--- src/rtl/seq_det_pkg.sv ---
// Shared types and reset-default configuration for the serial pattern detector.
package seq_det_pkg;

    typedef enum logic [1:0] {
        IDLE = 2'd0,
        RUN  = 2'd1,
        DONE = 2'd2
    } state_t;

    localparam int   DEF_PATTERN = 'b111;
    localparam int   DEF_LEN     = 3;
    localparam logic DEF_OVERLAP = 1'b0;
    localparam int   DEF_TARGET  = 0;
    localparam int   DEF_WINDOW  = 0;

endpackage

--- src/rtl/seq_match_core.sv ---
// Serial history shifter with a length-masked pattern compare.
// o_hit reflects the bit presented this cycle, before it lands in the history.
module seq_match_core #(
    parameter int MAX_LEN = 8,
    parameter int LEN_W   = 4
) (
    input  logic               clk,
    input  logic               rst,
    input  logic               i_clear,
    input  logic               i_shift,
    input  logic               i_din,
    input  logic [MAX_LEN-1:0] i_pattern,
    input  logic [LEN_W-1:0]   i_len,
    output logic               o_hit
);

    logic [MAX_LEN-1:0] r_history;
    logic [LEN_W-1:0]   r_bitsSeen;
    logic [MAX_LEN-1:0] w_historyNext;
    logic [LEN_W-1:0]   w_bitsSeenNext;
    logic [MAX_LEN-1:0] w_mask;

    always_comb begin
        w_historyNext  = (r_history << 1) | MAX_LEN'(i_din);
        w_bitsSeenNext = (r_bitsSeen >= LEN_W'(MAX_LEN)) ? LEN_W'(MAX_LEN)
                                                         : r_bitsSeen + LEN_W'(1);
        w_mask = '0;
        for (int i = 0; i < MAX_LEN; i++) begin
            w_mask[i] = (i < int'(i_len));
        end
        o_hit = i_shift && (w_bitsSeenNext >= i_len)
                && (((w_historyNext ^ i_pattern) & w_mask) == '0);
    end

    // Clear wins over shift so a non-overlapping match restarts from zero bits.
    always_ff @(posedge clk) begin
        if (rst || i_clear) begin
            r_history  <= '0;
            r_bitsSeen <= '0;
        end else if (i_shift) begin
            r_history  <= w_historyNext;
            r_bitsSeen <= w_bitsSeenNext;
        end
    end

endmodule

--- src/rtl/seq_detect_ctrl.sv ---
// Run controller for the programmable serial pattern detector: config, arming,
// match counting and run termination on target or cycle window.
module seq_detect_ctrl
    import seq_det_pkg::*;
#(
    parameter int MAX_LEN = 8,
    parameter int LEN_W   = 4,
    parameter int CNT_W   = 8,
    parameter int WIN_W   = 16
) (
    input  logic               clk,
    input  logic               rst,
    input  logic               cfg_we,
    input  logic [MAX_LEN-1:0] cfg_pattern,
    input  logic [LEN_W-1:0]   cfg_len,
    input  logic               cfg_overlap,
    input  logic [CNT_W-1:0]   cfg_target,
    input  logic [WIN_W-1:0]   cfg_window,
    input  logic               start,
    input  logic               abort,
    input  logic               din,
    input  logic               din_valid,
    output logic               busy,
    output logic               match_pulse,
    output logic [CNT_W-1:0]   match_count,
    output logic               done,
    output logic               timeout,
    output logic               cfg_err
);

    state_t             r_state;
    state_t             w_stateNext;

    logic [MAX_LEN-1:0] r_pattern;
    logic [LEN_W-1:0]   r_len;
    logic               r_overlap;
    logic [CNT_W-1:0]   r_target;
    logic [WIN_W-1:0]   r_window;

    logic [CNT_W-1:0]   r_matchCount;
    logic [WIN_W-1:0]   r_winCount;
    logic               r_matchPulse;
    logic               r_done;
    logic               r_timeout;
    logic               r_cfgErr;

    logic               w_hit;
    logic               w_lenLegal;
    logic               w_cfgAccept;
    logic               w_cfgErr;
    logic               w_runStart;
    logic               w_matchTake;
    logic               w_doneSet;
    logic               w_timeoutSet;
    logic               w_coreClear;
    logic               w_coreShift;
    logic [CNT_W-1:0]   w_countInc;
    logic [WIN_W-1:0]   w_winInc;

    assign w_lenLegal  = (cfg_len != '0) && (cfg_len <= LEN_W'(MAX_LEN));
    assign w_countInc  = (r_matchCount == '1) ? r_matchCount : r_matchCount + CNT_W'(1);
    assign w_winInc    = r_winCount + WIN_W'(1);
    assign w_coreShift = (r_state == RUN) && din_valid;
    assign w_coreClear = w_runStart || (w_matchTake && !r_overlap);

    seq_match_core #(
        .MAX_LEN (MAX_LEN),
        .LEN_W   (LEN_W)
    ) u_core (
        .clk       (clk),
        .rst       (rst),
        .i_clear   (w_coreClear),
        .i_shift   (w_coreShift),
        .i_din     (din),
        .i_pattern (r_pattern),
        .i_len     (r_len),
        .o_hit     (w_hit)
    );

    always_ff @(posedge clk) begin
        if (rst) r_state <= IDLE;
        else     r_state <= w_stateNext;
    end

    // Abort beats both start and a same-cycle match; target beats window expiry.
    always_comb begin
        w_stateNext  = r_state;
        w_cfgAccept  = 1'b0;
        w_cfgErr     = 1'b0;
        w_runStart   = 1'b0;
        w_matchTake  = 1'b0;
        w_doneSet    = 1'b0;
        w_timeoutSet = 1'b0;

        if (cfg_we) begin
            if ((r_state != RUN) && w_lenLegal) w_cfgAccept = 1'b1;
            else                                w_cfgErr    = 1'b1;
        end

        case (r_state)
            IDLE, DONE: begin
                if (abort) begin
                    w_stateNext = IDLE;
                end else if (start) begin
                    w_stateNext = RUN;
                    w_runStart  = 1'b1;
                end
            end
            RUN: begin
                if (abort) begin
                    w_stateNext = IDLE;
                end else begin
                    w_matchTake = w_hit;
                    if (w_hit && (r_target != '0) && (w_countInc == r_target)) begin
                        w_stateNext = DONE;
                        w_doneSet   = 1'b1;
                    end else if ((r_window != '0) && (w_winInc == r_window)) begin
                        w_stateNext  = DONE;
                        w_timeoutSet = 1'b1;
                    end
                end
            end
            default: w_stateNext = IDLE;
        endcase
    end

    always_ff @(posedge clk) begin
        if (rst) begin
            r_pattern    <= MAX_LEN'(DEF_PATTERN);
            r_len        <= LEN_W'(DEF_LEN);
            r_overlap    <= DEF_OVERLAP;
            r_target     <= CNT_W'(DEF_TARGET);
            r_window     <= WIN_W'(DEF_WINDOW);
            r_matchCount <= '0;
            r_winCount   <= '0;
            r_matchPulse <= 1'b0;
            r_done       <= 1'b0;
            r_timeout    <= 1'b0;
            r_cfgErr     <= 1'b0;
        end else begin
            r_matchPulse <= w_matchTake;
            r_cfgErr     <= w_cfgErr;
            if (w_cfgAccept) begin
                r_pattern <= cfg_pattern;
                r_len     <= cfg_len;
                r_overlap <= cfg_overlap;
                r_target  <= cfg_target;
                r_window  <= cfg_window;
            end
            if (w_runStart) begin
                r_matchCount <= '0;
                r_winCount   <= '0;
                r_done       <= 1'b0;
                r_timeout    <= 1'b0;
            end else begin
                if (r_state == RUN) r_winCount   <= w_winInc;
                if (w_matchTake)    r_matchCount <= w_countInc;
                if (w_doneSet)      r_done       <= 1'b1;
                if (w_timeoutSet)   r_timeout    <= 1'b1;
            end
        end
    end

    assign busy        = (r_state == RUN);
    assign match_pulse = r_matchPulse;
    assign match_count = r_matchCount;
    assign done        = r_done;
    assign timeout     = r_timeout;
    assign cfg_err     = r_cfgErr;

endmodule
--- config.mk ---
export PLATFORM = sky130hd
export DESIGN_NAME = seq_detect_ctrl
export DESIGN_NICKNAME = d
export VERILOG_FILES = /design/src/rtl/seq_det_pkg.sv /design/src/rtl/seq_match_core.sv /design/src/rtl/seq_detect_ctrl.sv
export SDC_FILE = /design/constraint.sdc
export NUM_CORES = 1
export LEC_CHECK = 0
export CORE_UTILIZATION = 55
export DETAILED_ROUTE_END_ITERATION = 10
export PLACE_DENSITY = 0.8
export SETUP_SLACK_MARGIN = 0.15
export SLEW_MARGIN = 20
export SYNTH_ARGS = -nofsm -noshare
export SYNTH_HDL_FRONTEND = slang
export SYNTH_HIERARCHICAL = 1
export SYNTH_SLANG_ARGS = --single-unit
--- constraint.sdc ---
create_clock -name clk -period 5.8 [get_ports clk]
set_clock_uncertainty 0.05 [all_clocks]
set_input_delay 0.87 -clock clk [delete_from_list [all_inputs] [get_ports clk]]
set_output_delay 0.87 -clock clk [all_outputs]
set_load 0.03 [all_outputs]
# ---- Word-level counts from Yosys, hierarchy flattened
# Index checks and enable logic that the tools add are counted.
# W data, S select, Z words.
dict set report totals {
  register_bits 78
  in_bits 44
}
dict set report op_classes {
  add_sub_neg 3
  n_lt_le_gt_ge 11
  eq_ne 8
  muxes 23
  bitwise_logic 4
  reduce_logical 21
}
# op count
set ops {}
lappend ops {{$add A16 B1 Y16 const B} 1}
lappend ops {{$eq A16 B16 Y1} 1}
lappend ops {{$lt A3 B4 Y1 const A} 4}
lappend ops {{$reduce_bool A16 Y1} 1}
lappend ops {{$mux W1} 15}
lappend ops {{$mux W2} 5}
lappend ops {{$logic_and A1 B1 Y1} 9}
lappend ops {{$add A8 B1 Y8 const B} 1}
lappend ops {{$and A8 B8 Y8} 1}
lappend ops {{$eq A8 B8 Y1} 1}
lappend ops {{$eq A8 B8 Y1 const B} 1}
lappend ops {{$logic_not A8 Y1} 1}
lappend ops {{$lt A1 B4 Y1 const A} 2}
lappend ops {{$lt A2 B4 Y1 const A} 2}
lappend ops {{$mux W8} 1}
lappend ops {{$or A8 B1 Y8} 1}
lappend ops {{$reduce_bool A8 Y1} 1}
lappend ops {{$xor A8 B8 Y8} 1}
lappend ops {{$reduce_or A2 Y1} 3}
lappend ops {{$add A4 B1 Y4 const B} 1}
lappend ops {{$ge A4 B4 Y1} 1}
lappend ops {{$ge A4 B4 Y1 const B} 1}
lappend ops {{$le A4 B4 Y1 const B} 1}
lappend ops {{$mux W4} 1}
lappend ops {{12 further kinds} 13}

# ---- Logic depth before layout (Yosys ltp)
dict set report logic_depth {
  word_depth 10
  depth_mapped 12
  depth_no_buf 11
}

# ---- By module
# The synthesis kept the hierarchy.
# module instances cells_each area_each_um2
set by_module_without_submodules {}
lappend by_module_without_submodules {seq_detect_ctrl 1 435 3407.0}
lappend by_module_without_submodules {seq_match_core 1 76 710.7}

# ---- Least setup slack after synthesis
# OpenSTA, ideal clock, no wires.
dict set report synth_timing {
  path_kind {register to register}
  startpoint {register r_matchCount[0], in the netlist match_count[0]}
  endpoint {register r_state[1]}
  arrival_time_ps 2552
  t_required_ps 5671
  path_slack_ps 3118
  path_stages_with_launch 10
  path_buffers 1
  period_less_slack_ps 2682
  path_cell_list {dfxtp_1 ha_1 buf_2 and4_1 nand4_1 a221o_1 a222oi_1 a31o_1 o21ai_1 a211oi_2}
}
dict set report synth_via {
  elab_chain_cells 7
}
# element line_no
set synth_lines {}
lappend synth_lines {{from (decl)} seq_detect_ctrl.sv:40} ;# logic [CNT_W-1:0] r_matchCount;
lappend synth_lines {{from (signal assigned)} seq_detect_ctrl.sv:157} ;# if (w_matchTake) r_matchCount <= w_countInc;
lappend synth_lines {{$add A8 B1 Y8 / $eq A8 B8 Y1 (equally long branches)} seq_detect_ctrl.sv:61} ;# assign w_countInc = (r_matchCount == '1) ? r_matchCount : r_matchCount + CNT_W'(1);
lappend synth_lines {{$mux W8 (*)} seq_detect_ctrl.sv:61}
lappend synth_lines {{$eq A8 B8 Y1 (*)} seq_detect_ctrl.sv:114} ;# if (w_hit && (r_target != '0) && (w_countInc == r_target)) begin
lappend synth_lines {{$logic_and A1 B1 Y1 (*)} seq_detect_ctrl.sv:114}
lappend synth_lines {{$mux W2} seq_detect_ctrl.sv:114}
lappend synth_lines {{$mux W2} seq_detect_ctrl.sv:110} ;# if (abort) begin
lappend synth_lines {{$pmux W2 S2} seq_detect_ctrl.sv:100} ;# case (r_state)
lappend synth_lines {{to (signal assigned)} seq_detect_ctrl.sv:82} ;# else r_state <= w_stateNext;
lappend synth_lines {{to (decl)} seq_detect_ctrl.sv:31} ;# state_t r_state;
# Every way passes the cells marked *; elsewhere a longest branch is shown, timed or not.
# A chain may end at the register's enable or synchronous reset.

# ---- Worst setup path after layout
dict set report layout_timing {
  startpoint {input din_valid}
  endpoint {register r_matchCount[1], in the netlist match_count[1]}
}
dict set report layout_via {
  elab_chain_cells 5
}
# element line_no
set layout_lines {}
lappend layout_lines {{from (decl)} seq_detect_ctrl.sv:22} ;# input logic din_valid,
lappend layout_lines {{$logic_and A1 B1 Y1} seq_detect_ctrl.sv:63} ;# assign w_coreShift = (r_state == RUN) && din_valid;
lappend layout_lines {{net w_coreShift} seq_detect_ctrl.sv:56} ;# logic w_coreShift;
lappend layout_lines {{$logic_and A1 B1 Y1} seq_match_core.sv:31} ;# o_hit = i_shift && (w_bitsSeenNext >= i_len)
lappend layout_lines {{$logic_and A1 B1 Y1} seq_match_core.sv:32} ;# && (((w_historyNext ^ i_pattern) & w_mask) == '0);
lappend layout_lines {{net w_hit} seq_detect_ctrl.sv:47} ;# logic w_hit;
lappend layout_lines {{$mux W1} seq_detect_ctrl.sv:110}
lappend layout_lines {{$mux W1} seq_detect_ctrl.sv:100}
# The timed path passes the listed nets, and every way through them passes these cells.

==> results.txt <==
The run finished with clean final reports. The area growth from synthesis to final layout came out at 19.1%. The die boundary height is 88.5 um. The slowest stage of the critical path is the sky130_fd_sc_hd__and2_1 cell.

sky130_fd_sc_hd__dfxtp_1 takes more of the synthesized area than any other cell. The number of warning messages in the yosys log came out at 6. In this run the deepest clock path goes through 2 buffers. Clock latency on the worst-skew pair, taken at its later pin, is 0.35 ns. Clock-pin slew was measured on the worst setup and hold paths at 0.08 ns. Buffers placed on the I/O ports in this run total 56. Max-cap violations in this run came to 0. The count of flip-flops with a built-in enable after synthesis came out at 0. The post-synthesis sequential element count is 78. The worst vdd rail ir drop is 0.159 mV. In the finished design, the share of the clock period the worst path needs comes to 0.607. The critical path goes through clkdlybuf4s50_1 -> and2_1 -> o21ai_0 -> a21oi_1 -> o21ai_0 -> a211oi_2 -> nand2_1 -> nor2_1 -> mux2i_1 -> nor2_1. The mapped netlist covers 4120 um^2.

For this run, the leading register cell type out of synthesis is sky130_fd_sc_hd__dfxtp_1. The clock sink count is 78. The number of antenna violations at the first check in global routing came out at 0. The number of antenna diodes in the final layout is 0.

The share of cells above drive strength 1 came out at 0.0538. The DRC violations left is 0. The worst setup path is launched from a primary input. The total overflow left after global routing is 0. The buffers inserted during post-CTS setup optimization came out at 0.

Of all flip-flops after synthesis, the portion carrying an async set or reset was 0. The number of nets in the synthesized netlist is 563. At the end of routability-driven placement, the weighted congestion stood at 0.913. The hold violation count in the final report came out at 0. Of the post-synthesis cell area, the dominant cell type holds 0.379. The remaining number of nets flagged by the antenna check after routing came out at 0. The floorplan step set the die width to 88.5 um. The maximum operating frequency came out at 284 MHz. The share of total power dissipated in the clock network is 0.368. The count of TritonRoute iterations in the first routing pass is 4. The worst slack at placement came out at 2.04 ns. The endpoint class of the critical path is a register. TritonCTS built the clock tree. The worst relative slew slack is 0.303. The share of total power dissipated in sequential elements is 0.513. The share of synthesized area occupied by flip-flops and latches is 0.379.

The pin count of the biggest net entering global routing is 44. Data on the critical path is required at its endpoint by 5.94 ns. The I/O pin count came out at 57.

Once routing completed, OpenROAD measured the worst setup slack at 2.28 ns. The highest cell delay on the worst timing path came out at 0.55 ns. The slew at the pin closest to its max-slew limit came out at 1.05 ns. The instance count of the mapped netlist is 511. In this run the number of H-tree levels came out at 3. The initial utilization of the core area, before any placement, comes to 0.568. Of the total power, combinational logic draws 0.119.

The number of vias per cell is 5.92. The number of endpoints failing setup at the final stage is 0. The post-layout minimum cycle time is 3.52 ns. The total of hold buffers inserted after clock tree synthesis came out at 0.

The post-detailed-route wirelength per cell is 14.9 um. Detailed placement ended at an HPWL of 6970 um. Of all nets on the critical path, the largest fanout is 12. The critical path is of the in -> reg type. The total number of vias came out at 3887. The global-route wire length before repair is 16600 um. The internal power came out at 821 uW. The total track usage is 0.271. The detailed router's first-iteration violation count is 259. Sorting the synthesized cells by area gives the leading types as sky130_fd_sc_hd__dfxtp_1, sky130_fd_sc_hd__nand2_1, sky130_fd_sc_hd__xnor2_1. The worst endpoint data arrival time came out at 3.66 ns. The final design utilization is 0.676.

The final layout contains 605 nets. The final sum of negative setup slack is 0 ns. The static leakage is 1.73 nW. The count of cell types in the netlist came out at 58. In this design, the largest share of critical-path delay is due to simple AND/OR/NAND/NOR gates. The number of global-route vias before repair came out at 3584. The root buffer cell chosen for the clock tree is sky130_fd_sc_hd__clkbuf_8. The number of CTS-inserted buffers is 9.

Setup repair after global routing left no endpoint under its margin. The total net switching power is 293 uW. After floorplanning, the core was divided into 31 placement rows.

The count of filler cells inserted in the layout is 615. The wire length after detailed routing came out at 9790 um. For this design the ratio of total power to cell area is 227 nW/um^2.

After floorplanning, the core was sized to cover 7250 um^2. The number of buffers and inverters on the critical path is 1. The number of pins with negative max-slew slack in the final report came out at 0. The average cell area after synthesis came out at 8.06 um^2.

The switching share of power came out at 0.263. The worst hold path belongs to the class reg -> reg. The die covers 7840 um^2. The number of instances resized during post-cts repair came out at 0.
-- metrics by stage --
stage               instances  instance area, um^2  power [mW]  hold WS [ns]
detailed placement        641                 4710       0.715         0.394
CTS                       657                 4910        1.12         0.405
global placement          641                 4710       0.710         0.396
floorplan                 511                 4120       0.659         0.383
finish                    657                 4910        1.11         0.407
global route              657                 4910        1.16         0.455
-- Yosys cell counts, drive strengths merged (8+ instances only) --
library cell	number
nor2	41
xor2	16
mux2i	12
a21oi	47
nor3	8
clkbuf	18
nand2	95
nand4	10
inv	8
nor4	8
dfxtp	78
o21ai	17
and3	8
xnor2	27
ha	8
buf	10
nand3	15
-- power by group through the flow --
stage	clock (mW)	combinational [mW]	sequential [mW]
4_1_cts	0.416	0.132	0.570
3_5_place_dp	0	0.132	0.583
6_report	0.411	0.132	0.571
5_1_grt	0.442	0.147	0.573
2_1_floorplan	0	0.0809	0.578
3_3_place_gp	0	0.128	0.582
-- metal layers --
layer	vias up	share of wire	track usage
li1	1886	-	-
met1	1843	0.45	0.350
met2	135	0.48	0.448
met3	23	0.053	0.0410
met4	0	0.024	0.122
met5	-	0	0
-- cells by family after synthesis --
family | synth area share
compound gates | 0.154
xor+xnor | 0.101
fa+ha+maj | 0.0243
buf+inv | 0.0365
flops | 0.379
mux | 0.0292
simple gates | 0.275
-- final timing paths --
check	endpoint	startpoint	cells after the start	slack, ns
setup / recovery	match_count[1]$_SDFFE_PP0P_	din_valid	10	2.28
hold / removal	r_overlap$_SDFFE_PP0P_	r_overlap$_SDFFE_PP0P_	2	0.41
setup reg to reg	match_count[1]$_SDFFE_PP0P_	r_state[1]$_SDFFE_PP0P_	11	2.29
hold reg to reg	r_overlap$_SDFFE_PP0P_	r_overlap$_SDFFE_PP0P_	2	0.41
-- registers in the layout, indices dropped and copies added, names as in the netlist, 2 cells and up --
| register | count |
|---|---|
| r_len | 4 |
| match_count | 8 |
| r_winCount | 16 |
| u_core/r_bitsSeen | 4 |
| r_state | 2 |
| u_core/r_history | 7 |
| r_pattern | 8 |
| r_target | 8 |
| r_window | 16 |
-- cells in the final DEF (no fill, tap or decap), types with 4 or more instances in the layout --
cell type and instances:
sky130_fd_sc_hd__nand3b_1 5, sky130_fd_sc_hd__xor2_1 15, sky130_fd_sc_hd__nor4_1 8, sky130_fd_sc_hd__nand2b_1 5
sky130_fd_sc_hd__o21ai_0 15, sky130_fd_sc_hd__nand2_1 95, sky130_fd_sc_hd__xnor2_1 27, sky130_fd_sc_hd__a31oi_1 4
sky130_fd_sc_hd__dfxtp_1 78, sky130_fd_sc_hd__nand3_1 14, sky130_fd_sc_hd__or3_1 6, sky130_fd_sc_hd__ha_1 8
sky130_fd_sc_hd__clkbuf_8 9, sky130_fd_sc_hd__inv_1 8, sky130_fd_sc_hd__or4_1 4, sky130_fd_sc_hd__a21oi_1 47
sky130_fd_sc_hd__and3_1 8, sky130_fd_sc_hd__nor3_1 8, sky130_fd_sc_hd__a211oi_1 5, sky130_fd_sc_hd__a21o_1 4
sky130_fd_sc_hd__and4_1 6, sky130_fd_sc_hd__mux2i_1 12, sky130_fd_sc_hd__nor2_1 41, sky130_fd_sc_hd__clkdlybuf4s50_1 56
sky130_fd_sc_hd__nand4_1 9
-- worst min-delay path, cell delays in order (launching register included) --
cell                      delay [ns]
sky130_fd_sc_hd__dfxtp_1        0.31
sky130_fd_sc_hd__nand2_1        0.05
sky130_fd_sc_hd__a21oi_1        0.05
-- final cells by class --
cell class | instances | area, um^2 | area share
Multi-Input combinational cell | 396 | 2410 | 0.490
Clock inverter | 6 | 70.1 | 0.0143
Clock buffer | 10 | 128 | 0.0260
Sequential cell | 78 | 1560 | 0.318
Tap cell | 99 | 124 | 0.0252
Timing Repair Buffer | 59 | 583 | 0.119
Inverter | 9 | 33.8 | 0.00689
Note: power is estimated with default switching activity, not from simulation.
